==> src/rtl/jt900h_intctl_pkg.sv <==
// jt900h_intctl_pkg: shared register indices, FSM states and vector constants
package jt900h_intctl_pkg;
  localparam logic [1:0] REG_MASK  = 2'd0;
  localparam logic [1:0] REG_LEVEL = 2'd1;
  localparam logic [1:0] REG_TIMER = 2'd2;
  localparam logic [1:0] REG_CLEAR = 2'd3;
  localparam logic [2:0] VEC_PREFIX = 3'd1;
  localparam logic [2:0] DMA_LVL    = 3'd6;
  typedef enum logic [1:0] {ST_IDLE, ST_REQ, ST_WAIT} state_t;
endpackage

==> src/rtl/jt900h_intctl_timer.sv <==
// jt900h_intctl_timer: reloadable count-down timer with timer-DMA request pins
module jt900h_intctl_timer
  import jt900h_intctl_pkg::*;
(
  input  logic       clk,
  input  logic       rst,
  input  logic       cen,
  input  logic       wr,
  input  logic [1:0] we,
  input  logic [7:0] rld_in,
  input  logic       dma_in,
  input  logic [1:0] ch_in,
  input  logic [2:0] tl_in,
  input  logic       dma_done,
  output logic       expire,
  output logic [7:0] cnt,
  output logic [7:0] ctl,
  output logic [2:0] lvl,
  output logic       dmaen,
  output logic [1:0] dmach
);
  logic [7:0] rld_q, rld_d, cnt_q, cnt_d;
  logic       run_q, run_d, dma_q, dma_d, dmaen_q, dmaen_d;
  logic [1:0] ch_q, ch_d, dmach_q, dmach_d;
  logic [2:0] tl_q, tl_d;

  always_comb begin
    expire  = cen & run_q & (cnt_q == 8'd1);
    rld_d   = wr & we[1] ? rld_in : rld_q;
    dma_d   = wr & we[0] ? dma_in : dma_q;
    ch_d    = wr & we[0] ? ch_in : ch_q;
    tl_d    = wr & we[0] ? tl_in : tl_q;
    cnt_d   = cen & run_q ? ((expire & dma_q) ? rld_q : cnt_q - 8'd1) : cnt_q;
    run_d   = expire ? dma_q : run_q;
    dmaen_d = (expire & dma_q) | dmaen_q;
    dmach_d = (expire & dma_q) ? ch_q : dmach_q;
    // completion beats a coincident reload; a register write beats everything
    if (cen & dma_done) begin
      run_d   = 1'b0;
      dmaen_d = 1'b0;
    end
    if (wr) begin
      cnt_d = rld_d;
      run_d = rld_d != 8'd0;
    end
  end

  always_ff @(posedge clk or posedge rst)
    if (rst) begin
      rld_q   <= '0;
      cnt_q   <= '0;
      run_q   <= 1'b0;
      dma_q   <= 1'b0;
      ch_q    <= '0;
      tl_q    <= '0;
      dmaen_q <= 1'b0;
      dmach_q <= '0;
    end else begin
      rld_q   <= rld_d;
      cnt_q   <= cnt_d;
      run_q   <= run_d;
      dma_q   <= dma_d;
      ch_q    <= ch_d;
      tl_q    <= tl_d;
      dmaen_q <= dmaen_d;
      dmach_q <= dmach_d;
    end

  assign cnt   = cnt_q;
  assign ctl   = {dma_q, 1'b0, ch_q, 1'b0, tl_q};
  assign lvl   = dma_q ? DMA_LVL : tl_q;
  assign dmaen = dmaen_q;
  assign dmach = dmach_q;
endmodule

==> src/rtl/jt900h_intctl.sv <==
// jt900h_intctl: edge-triggered interrupt collector, priority arbiter and irq handshake
module jt900h_intctl
  import jt900h_intctl_pkg::*;
#(
  parameter int NSRC = 4
) (
  input  logic            clk,
  input  logic            rst,
  input  logic            cen,
  input  logic            cs,
  input  logic [1:0]      addr,
  input  logic [15:0]     din,
  input  logic [1:0]      we,
  output logic [15:0]     dout,
  input  logic [NSRC-1:0] src,
  output logic            irq,
  input  logic            irq_ack,
  output logic [2:0]      int_lvl,
  output logic [7:0]      int_addr,
  output logic            dmaen,
  output logic [1:0]      dmach,
  input  logic            dma_done
);
  localparam int LW = 3 * NSRC;

  state_t          st_q, st_d;
  logic [NSRC:0]   pend_q, pend_d, mask_q, mask_d, req, clr, set;
  logic [LW-1:0]   lvl_q, lvl_d;
  logic [NSRC-1:0] src_q, src_d, rise;
  logic [2:0]      il_q, il_d, ix_q, ix_d, win_l, win_i;
  logic [2:0]      lv [NSRC+1];
  logic            win_v, ack_clr, wr_mask, wr_lvl, wr_tmr, wr_clr, t_exp;
  logic [7:0]      t_cnt, t_ctl;
  logic [2:0]      t_lvl;

  assign wr_mask = cs & cen & we[0] & (addr == REG_MASK);
  assign wr_lvl  = cs & cen & (|we) & (addr == REG_LEVEL);
  assign wr_tmr  = cs & cen & (|we) & (addr == REG_TIMER);
  assign wr_clr  = cs & cen & we[0] & (addr == REG_CLEAR);

  jt900h_intctl_timer u_timer (
    .clk(clk), .rst(rst), .cen(cen), .wr(wr_tmr), .we(we),
    .rld_in(din[15:8]), .dma_in(din[7]), .ch_in(din[5:4]), .tl_in(din[2:0]),
    .dma_done(dma_done), .expire(t_exp), .cnt(t_cnt), .ctl(t_ctl),
    .lvl(t_lvl), .dmaen(dmaen), .dmach(dmach)
  );

  // strict compare while scanning upward keeps ties on the lowest index
  always_comb begin
    for (int i = 0; i < NSRC; i++) lv[i] = lvl_q[3*i +: 3];
    lv[NSRC] = t_lvl;
    req   = pend_q & mask_q;
    win_v = 1'b0;
    win_i = '0;
    win_l = '0;
    for (int i = 0; i <= NSRC; i++)
      if (req[i] && lv[i] > win_l) begin
        win_v = 1'b1;
        win_i = 3'(i);
        win_l = lv[i];
      end
  end

  always_comb begin
    st_d    = st_q;
    il_d    = il_q;
    ix_d    = ix_q;
    ack_clr = 1'b0;
    if (cen)
      case (st_q)
        ST_IDLE: if (win_v) begin
          st_d = ST_REQ;
          il_d = win_l;
          ix_d = win_i;
        end
        ST_REQ: if (irq_ack) begin
          st_d    = ST_WAIT;
          ack_clr = 1'b1;
        end
        default: st_d = ST_IDLE;
      endcase
    src_d  = cen ? src : src_q;
    rise   = src & ~src_q;
    set    = cen ? {t_exp, rise} : '0;
    clr    = (wr_clr ? din[NSRC:0] : '0) | (ack_clr ? {{NSRC{1'b0}}, 1'b1} << ix_q : '0);
    pend_d = (pend_q & ~clr) | set;
    mask_d = wr_mask ? din[NSRC:0] : mask_q;
    for (int b = 0; b < LW; b++) lvl_d[b] = wr_lvl && we[b/8] ? din[b] : lvl_q[b];
  end

  always_ff @(posedge clk or posedge rst)
    if (rst) begin
      st_q   <= ST_IDLE;
      il_q   <= '0;
      ix_q   <= '0;
      src_q  <= '0;
      pend_q <= '0;
      mask_q <= '0;
      lvl_q  <= '0;
    end else begin
      st_q   <= st_d;
      il_q   <= il_d;
      ix_q   <= ix_d;
      src_q  <= src_d;
      pend_q <= pend_d;
      mask_q <= mask_d;
      lvl_q  <= lvl_d;
    end

  assign irq      = st_q == ST_REQ;
  assign int_lvl  = il_q;
  assign int_addr = {VEC_PREFIX, ix_q, 2'b00};

  always_comb
    dout = addr == REG_MASK  ? {2'b00, 6'(pend_q), 2'b00, 6'(mask_q)} :
           addr == REG_LEVEL ? 16'(lvl_q) :
           addr == REG_TIMER ? {t_cnt, t_ctl} : 16'h0000;
endmodule

==> config.mk <==
export PLATFORM = sky130hd
export DESIGN_NAME = jt900h_intctl
export DESIGN_NICKNAME = d
export VERILOG_FILES = /design/src/rtl/jt900h_intctl_pkg.sv /design/src/rtl/jt900h_intctl_timer.sv /design/src/rtl/jt900h_intctl.sv
export SDC_FILE = /design/constraint.sdc
export NUM_CORES = 1
export LEC_CHECK = 0
export ABC_AREA = 1
export CORE_UTILIZATION = 45
export DETAILED_ROUTE_END_ITERATION = 7
export PLACE_DENSITY = 0.78
export RECOVER_POWER = 25
export SYNTH_ARGS = -nofsm -noshare
export SYNTH_HDL_FRONTEND = slang
export SYNTH_SLANG_ARGS = --single-unit
==> constraint.sdc <==
create_clock -name clk -period 8.55 [get_ports clk]
set_clock_uncertainty 0.2 [all_clocks]
set_input_delay 1.71 -clock clk [delete_from_list [all_inputs] [get_ports clk]]
set_output_delay 1.71 -clock clk [all_outputs]
set_load 0.02 [all_outputs]
==> run metrics, run 1 <==
status=finished, violations left; violated checks=capacitance limit, slew limit; multiplexer area fraction after synthesis=0.623%; antenna violations before repair=0; IO Pins=61; final RePlAce weighted congestion=about 0.9; Critical Path RT=6.64 ns; period utilization=69.6%; CP Max Fanout=9; Sw Ratio=between 40 and 50%; post-DP HPWL=7.05 mm; register area=0.00150 mm²; clk root buf=clkbuf_8; Skew-Pair Late Insertion Delay=0.35 ns; largest net degree at the start of global routing=61; pre-CTS WS=2.64 ns; post-synthesis simple-gate area fraction=about 28%; Synth top area share=41.6%; Die W=91.6 µm; CTS max path bufs=2; Leak=2.13 nW; sequential-to-total area share from yosys stat=roughly 42%; Startpoint Class=input pin; Post-Synth XOR/XNOR Area=less than 1%; DR vias=3,328; CP startpoint=addr[0]; multi-input logic area=roughly 0.0018 mm²; largest cells by area after synthesis=dfrtp_1 (42%), nand2_1 (12%), inv_1 (5.9%); DRC=0; DRT iter0 DRCs=about 220; Post-CTS Resized=0; Gate power share=43.7%; Final WS setup=2.60 ns; Synth Flop Type=dfrtp_1; PwrDens=270 mW/mm²; postcts setup bufs=0; fin util=57.0%; Final Critical Period=5.95 ns; CP arrival=slightly above 4 ns; max cap viols=1; CP max-delay cell=clkdlybuf4s50_1; Rows=32; gr usage total=roughly a quarter; Clock Sink Count=60; Post-synth ARST share=100%; H-tree depth=3; Slew Limit Fails=61; CP cell instances=clkdlybuf4s50_1 -> inv_1 -> nor2_1 -> clkinv_1 -> o221ai_1 -> clkdlybuf4s50_1; Routed WL=9.13 mm; final net count=560; Mapped Area=approximately 0.0036 mm²; die area=between 0.008 and 0.009 mm²; Layout area overhead=22.0%; # fillers=700; Crit. End Element=output port; Die Ht=approximately 92 µm; most frequent cell after synthesis=nand2_1; HP Start=src_q[2]; Post-Synth Adder-Cell Area=4.16%; Port Buf Inserts=55; total gr overflow=0; Largest stage delay, worst path=around 0.67 ns; Slew Limit Headroom=-112%; vias in the first global route=~3,300; commonest cells in the synthesized netlist=nand2_1 (116), dfrtp_1 (60), inv_1 (57); Setup TNS=0 ns; TritonRoute pass-1 iters=5; hold_buf cts=0; leading area contributor after synthesis=dfrtp_1; Distinct cells, synth=44; CORE AREA=slightly below 0.008 mm²; Mapped Cells=460; cell mode on critical path=clkdlybuf4s50_1; post-DR wirelength/cell=14.6 µm; CTS clk-pin slew, worst paths=~0.07 ns; share of layout cells above drive strength 1=11.7%; final hold viol count=0; first-pass GRT wire length=15.2 mm; total power=1.19 mW; vias per inst=5.32; internal power=0.698 mW; highest clock rate=168 MHz; NetSw=0.490 mW; Seq pwr share=35.9%; synth warn=0; min-delay worst type=reg2reg; n_diodes=0; main combinational cell family by area after synthesis=simple AND/OR/NAND/NOR gates; Max VDD drop=between 0.1 and 0.15 mV; Starting Density=between 40% and 50%; Reg-to-Reg Start=lvl_q[2]; # setup viols final=0; post-synthesis register bit count=60; Routed Antenna Nets=0; Post-synth EDFFs=0; Tightest Pin Transition=3.18 ns; RSZ-0062 raised after global routing=no; Crit Path Class=in2out; CTS Buf Count=9; clock power share=20.4%; Synth Area in Compound Gates=approximately 15%; Avg Inst Size Synth=7.85 µm²; CTS tree=yes
## worst paths after layout
| check | endpoint | slack (ns) | depth (start not counted) |
|---|---|---|---|
| hold reg to reg | pend_q[2] | 0.27 | 1 |
| setup reg to reg | int_lvl[2] | 3.18 | 30 |
| max in group asynchronous | src_q[0] | 3.54 | 3 |
| setup / recovery | dout[8] | 2.60 | 6 |
| min in group asynchronous | u_timer.rld_q[0] | 2.81 | 3 |
| hold / removal | pend_q[2] | 0.27 | 1 |
## critical path: cells and delay by family
kind	cells	cell delay, ns
AOI/OAI and AO/OA	1	0.31
buffers and inverters	4	1.69
and+or+nand+nor	1	0.33
## cells in the final DEF (no fill, tap or decap), drive strengths merged
| cell | synthesis | final |
|---|---|---|
| nand2 | 128 | 128 |
| inv | 66 | 65 |
| dfrtp | 60 | 60 |
| clkdlybuf4s50 | 0 | 53 |
| o21ai | 47 | 47 |
| nor2 | 36 | 36 |
| nand3 | 30 | 30 |
| o221ai | 13 | 13 |
| clkbuf | 4 | 13 |
| ha | 12 | 12 |
| a21oi | 11 | 11 |
| nor3 | 8 | 8 |
| clkinv | 3 | 7 |
| conb | 2 | 5 |
| and2 | 4 | 4 |
| o22ai | 4 | 4 |
| nor4 | 4 | 4 |
| nand4 | 3 | 3 |
| o211ai | 3 | 3 |
| o32ai | 3 | 3 |
| or2 | 2 | 2 |
| mux2 | 2 | 2 |
| dlygate4sd3 | 0 | 2 |
| a31oi | 1 | 1 |
| nor3b | 1 | 1 |
| xnor2 | 1 | 1 |
| a22oi | 1 | 1 |
| xor2 | 1 | 1 |
| a21boi | 1 | 1 |
| o21a | 1 | 1 |
| clkinvlp | 0 | 1 |
## cells by family after synthesis
family,count (synthesis)
AO/OA/AOI/OAI,85
XOR/XNOR,2
adder cells (fa/ha/maj),12
buffers and inverters,81
flip-flops,60
multiplexers,2
other,2
AND/OR/NAND/NOR,216
## through the flow
step / cells / hold WS, ns / instance area (µm²)
global route: 625 / 0.295 / 4410
global placement: 609 / 0.260 / 4220
CTS: 625 / 0.275 / 4410
floorplan: 463 / 0.240 / 3620
finish: 625 / 0.273 / 4410
detailed placement: 609 / 0.266 / 4220
## layer usage
layer	vias up	GRT usage (%)	part of all wire [%]	wire length, µm
li1	1622	-	-	-
met1	1552	28.6	40	3690
met2	126	40.2	50	4580
met3	28	3.43	6.4	583
met4	0	12.4	2.9	269
met5	-	0	0	0
## layout make-up
| class | count | share of cell area, % |
|---|---|---|
| multi-input cells | 322 | 40.1 |
| flip-flops and latches | 60 | 34.1 |
| repair buffers | 56 | 12.6 |
| inverters | 69 | 6.10 |
| clock buffers | 12 | 3.75 |
| well taps | 102 | 2.90 |
| clock inverters | 4 | 0.511 |
## power by group through the flow
stage | logic [mW] | registers, mW | clock network, mW
after floorplan | 0.360 | 0.425 | 0
after global placement | 0.501 | 0.426 | 0
after detailed placement | 0.517 | 0.430 | 0
after CTS | 0.520 | 0.425 | 0.245
after global routing | 0.581 | 0.436 | 0.258
final | 0.519 | 0.427 | 0.243
## state kept, by name, indices dropped and copies added (netlist names)
signal	count
src_q	4
st_q	2
u_timer.cnt	8
u_timer.dma_q	1
int_lvl	3
u_timer.dmaen	1
u_timer.ch_q	2
ix_q	3
pend_q	5
u_timer.run_q	1
u_timer.dmach	2
u_timer.tl_q	3
lvl_q	12
mask_q	5
u_timer.rld_q	8
Power figures use the tool's default switching activity.
==> inputs of run 2 (changes only) <==
==> constraint.sdc (replaced) <==
create_clock -name clk -period 6.1 [get_ports clk]
set_clock_uncertainty 0.2 [all_clocks]
set_input_delay 1.22 -clock clk [delete_from_list [all_inputs] [get_ports clk]]
set_output_delay 1.22 -clock clk [all_outputs]
set_load 0.02 [all_outputs]
==> run metrics, run 2 (synthesis results as in run 1) <==
final RePlAce weighted congestion=0.913 (+3.7%); Startpoint Class=flop; Critical Path RT=6.14 ns (-0.50 ns); PwrDens=379 mW/mm² (+41%); max cap viols=1 (unchanged); Reg-to-Reg Start=lvl_q[1]; clk root buf=clkbuf_8; Clock Sink Count=60 (unchanged); Setup TNS=0 ns (unchanged); Largest stage delay, worst path=0.35 ns (-0.32 ns); most frequent cells in the layout=nand2_1 (116), dfrtp_1 (60), inv_1 (56), clkdlybuf4s50_1 (53), o21ai_0 (38); CTS clk-pin slew, worst paths=0.07 ns (about the same); max reg flops=12 (unchanged); CP top delay family=simple AND/OR/NAND/NOR gates; Worst Path Buf+Inv=4 (unchanged); CTS tree=yes; Routed Antenna Nets=0 (unchanged); Worst Setup EP=int_lvl[0]; RSZ-0062 raised after global routing=no; Starting Density=46.7% (unchanged); Port Buf Inserts=55 (unchanged); min-delay worst type=reg2reg; CP startpoint=lvl_q[1]; Die Ht=91.6 µm (unchanged); reg2reg end=int_lvl[0]; share of layout cells above drive strength 1=11.5% (-0.19 points); Final Critical Period=5.21 ns; DRT iter0 DRCs=207 (-4.2%); IO Pins=61 (unchanged); violated checks=capacitance limit, slew limit; Post-CTS Resized=0 (unchanged); period utilization=85.4%; largest register by flop count=lvl_q; Reg2Reg Setup Slack=0.89 ns (-2.29 ns); n_diodes=0 (unchanged); hold_buf cts=0 (unchanged); Slew Limit Headroom=-116% (-3.9 points); highest clock rate=192 MHz; DR vias=3,314 (-0.42%); Crit. End Element=flop; postcts setup bufs=0 (unchanged); commonest non-fill, non-tap cell in the layout=nand2_1; Slew Limit Fails=61 (unchanged); Levels on crit path=34 (+28); fin util=57.0% (-0.065 points); Routed WL=9.15 mm (+0.21%); vias in the first global route=3,199 (-1.8%); Crit Path Class=reg2reg; antenna violations before repair=0 (unchanged); Layout area overhead=21.9%; CTS Buf Count=9 (unchanged); total gr overflow=0 (unchanged); depth of the most critical reg-to-reg path=34 (+13%); Die W=91.6 µm (unchanged); final hold viol count=0 (unchanged); die area=0.00839 mm² (unchanged); TritonRoute pass-1 iters=4 (-1); first-pass GRT wire length=15.3 mm (+0.77%); gr usage total=23.6% (+0.051 points); # setup viols final=0 (unchanged); Rows=32 (unchanged); CP Max Fanout=13 (+4); CP max-delay cell=dfrtp_1; final net count=560 (unchanged); status=finished, violations left; Max VDD drop=0.232 mV (+100%); Skew-Pair Late Insertion Delay=0.35 ns (about the same); CP arrival=5.25 ns (+1.21 ns); Tightest Pin Transition=3.24 ns (+0.0589 ns); H-tree depth=3 (unchanged); largest net degree at the start of global routing=61 (unchanged); Leak=2.13 nW (about the same); HP Start=src_q[1]; DRC=0 (unchanged); post-DR wirelength/cell=14.6 µm (+0.21%); CTS max path bufs=2 (unchanged); CORE AREA=0.00773 mm² (unchanged); cell mode on critical path=nand2_1; post-DP HPWL=7.08 mm (+0.55%); vias per inst=5.30 (-0.42%)
-- run 2: changes by cell type in the layout (fill, tap and decap cells not counted), sizes merged --
| cell | previous run | this run |
|---|---|---|
| clkinvlp | 1 | 0 |
| bufinv | 0 | 1 |
| clkbuf | 13 | 11 |
| clkinv | 7 | 9 |
-- run 2: worst min path at each step --
stage | end | slack, ns | cells past startpoint
finish | pend_q[1] | 0.28 | 1
global route | pend_q[2] | 0.30 | 1
CTS | pend_q[1] | 0.28 | 1
detailed placement | pend_q[1] | 0.26 | 1
global placement | src_q[1] | 0.26 | 2
floorplan | pend_q[0] | 0.24 | 1
-- run 2: metrics by stage --
| step | worst slack, ns | area (µm²) | total power, mW | hold WS [ns] | cells |
|---|---|---|---|---|---|
| final | 0.891 | 4400 | 1.67 | 0.277 | 625 |
| after global routing | 0.425 | 4400 | 1.80 | 0.303 | 625 |
| after CTS | 0.915 | 4410 | 1.67 | 0.277 | 625 |
| after detailed placement | 0.917 | 4220 | 1.33 | 0.257 | 609 |
| after global placement | 1.18 | 4220 | 1.30 | 0.258 | 609 |
| after floorplan | 1.49 | 3620 | 1.10 | 0.240 | 463 |
-- run 2: worst reg2reg max path: cells and delay by family, from the launching register on --
kind	cells	cell delay, ns
AOI/OAI and AO/OA	5	0.87
adders and majority gates	4	1.15
DFF	1	0.35
buffers and inverters	4	0.42
and+or+nand+nor	21	2.11
-- run 2: layout make-up --
type                    count  area (µm²)
inverters                  69         269
flip-flops and latches     60        1500
clock inverters             6        55.1
multi-input cells         322        1770
well taps                 102         128
repair buffers             56         554
clock buffers              10         128
fillers                   697        3330
-- run 2: where the power goes --
part | internal [mW] | switching, mW
Combinational | 0.294 | 0.434
Clock | 0.185 | 0.156
Sequential | 0.505 | 0.0949
Total | 0.984 | 0.686
-- run 2: routing by layer --
layer  wire (µm)  track usage, %  vias up
li1            -               -     1627
met1        3680            28.9     1550
met2        4670            39.7      116
met3         587            6.28       21
met4         201            8.47        0
met5           0               0        -
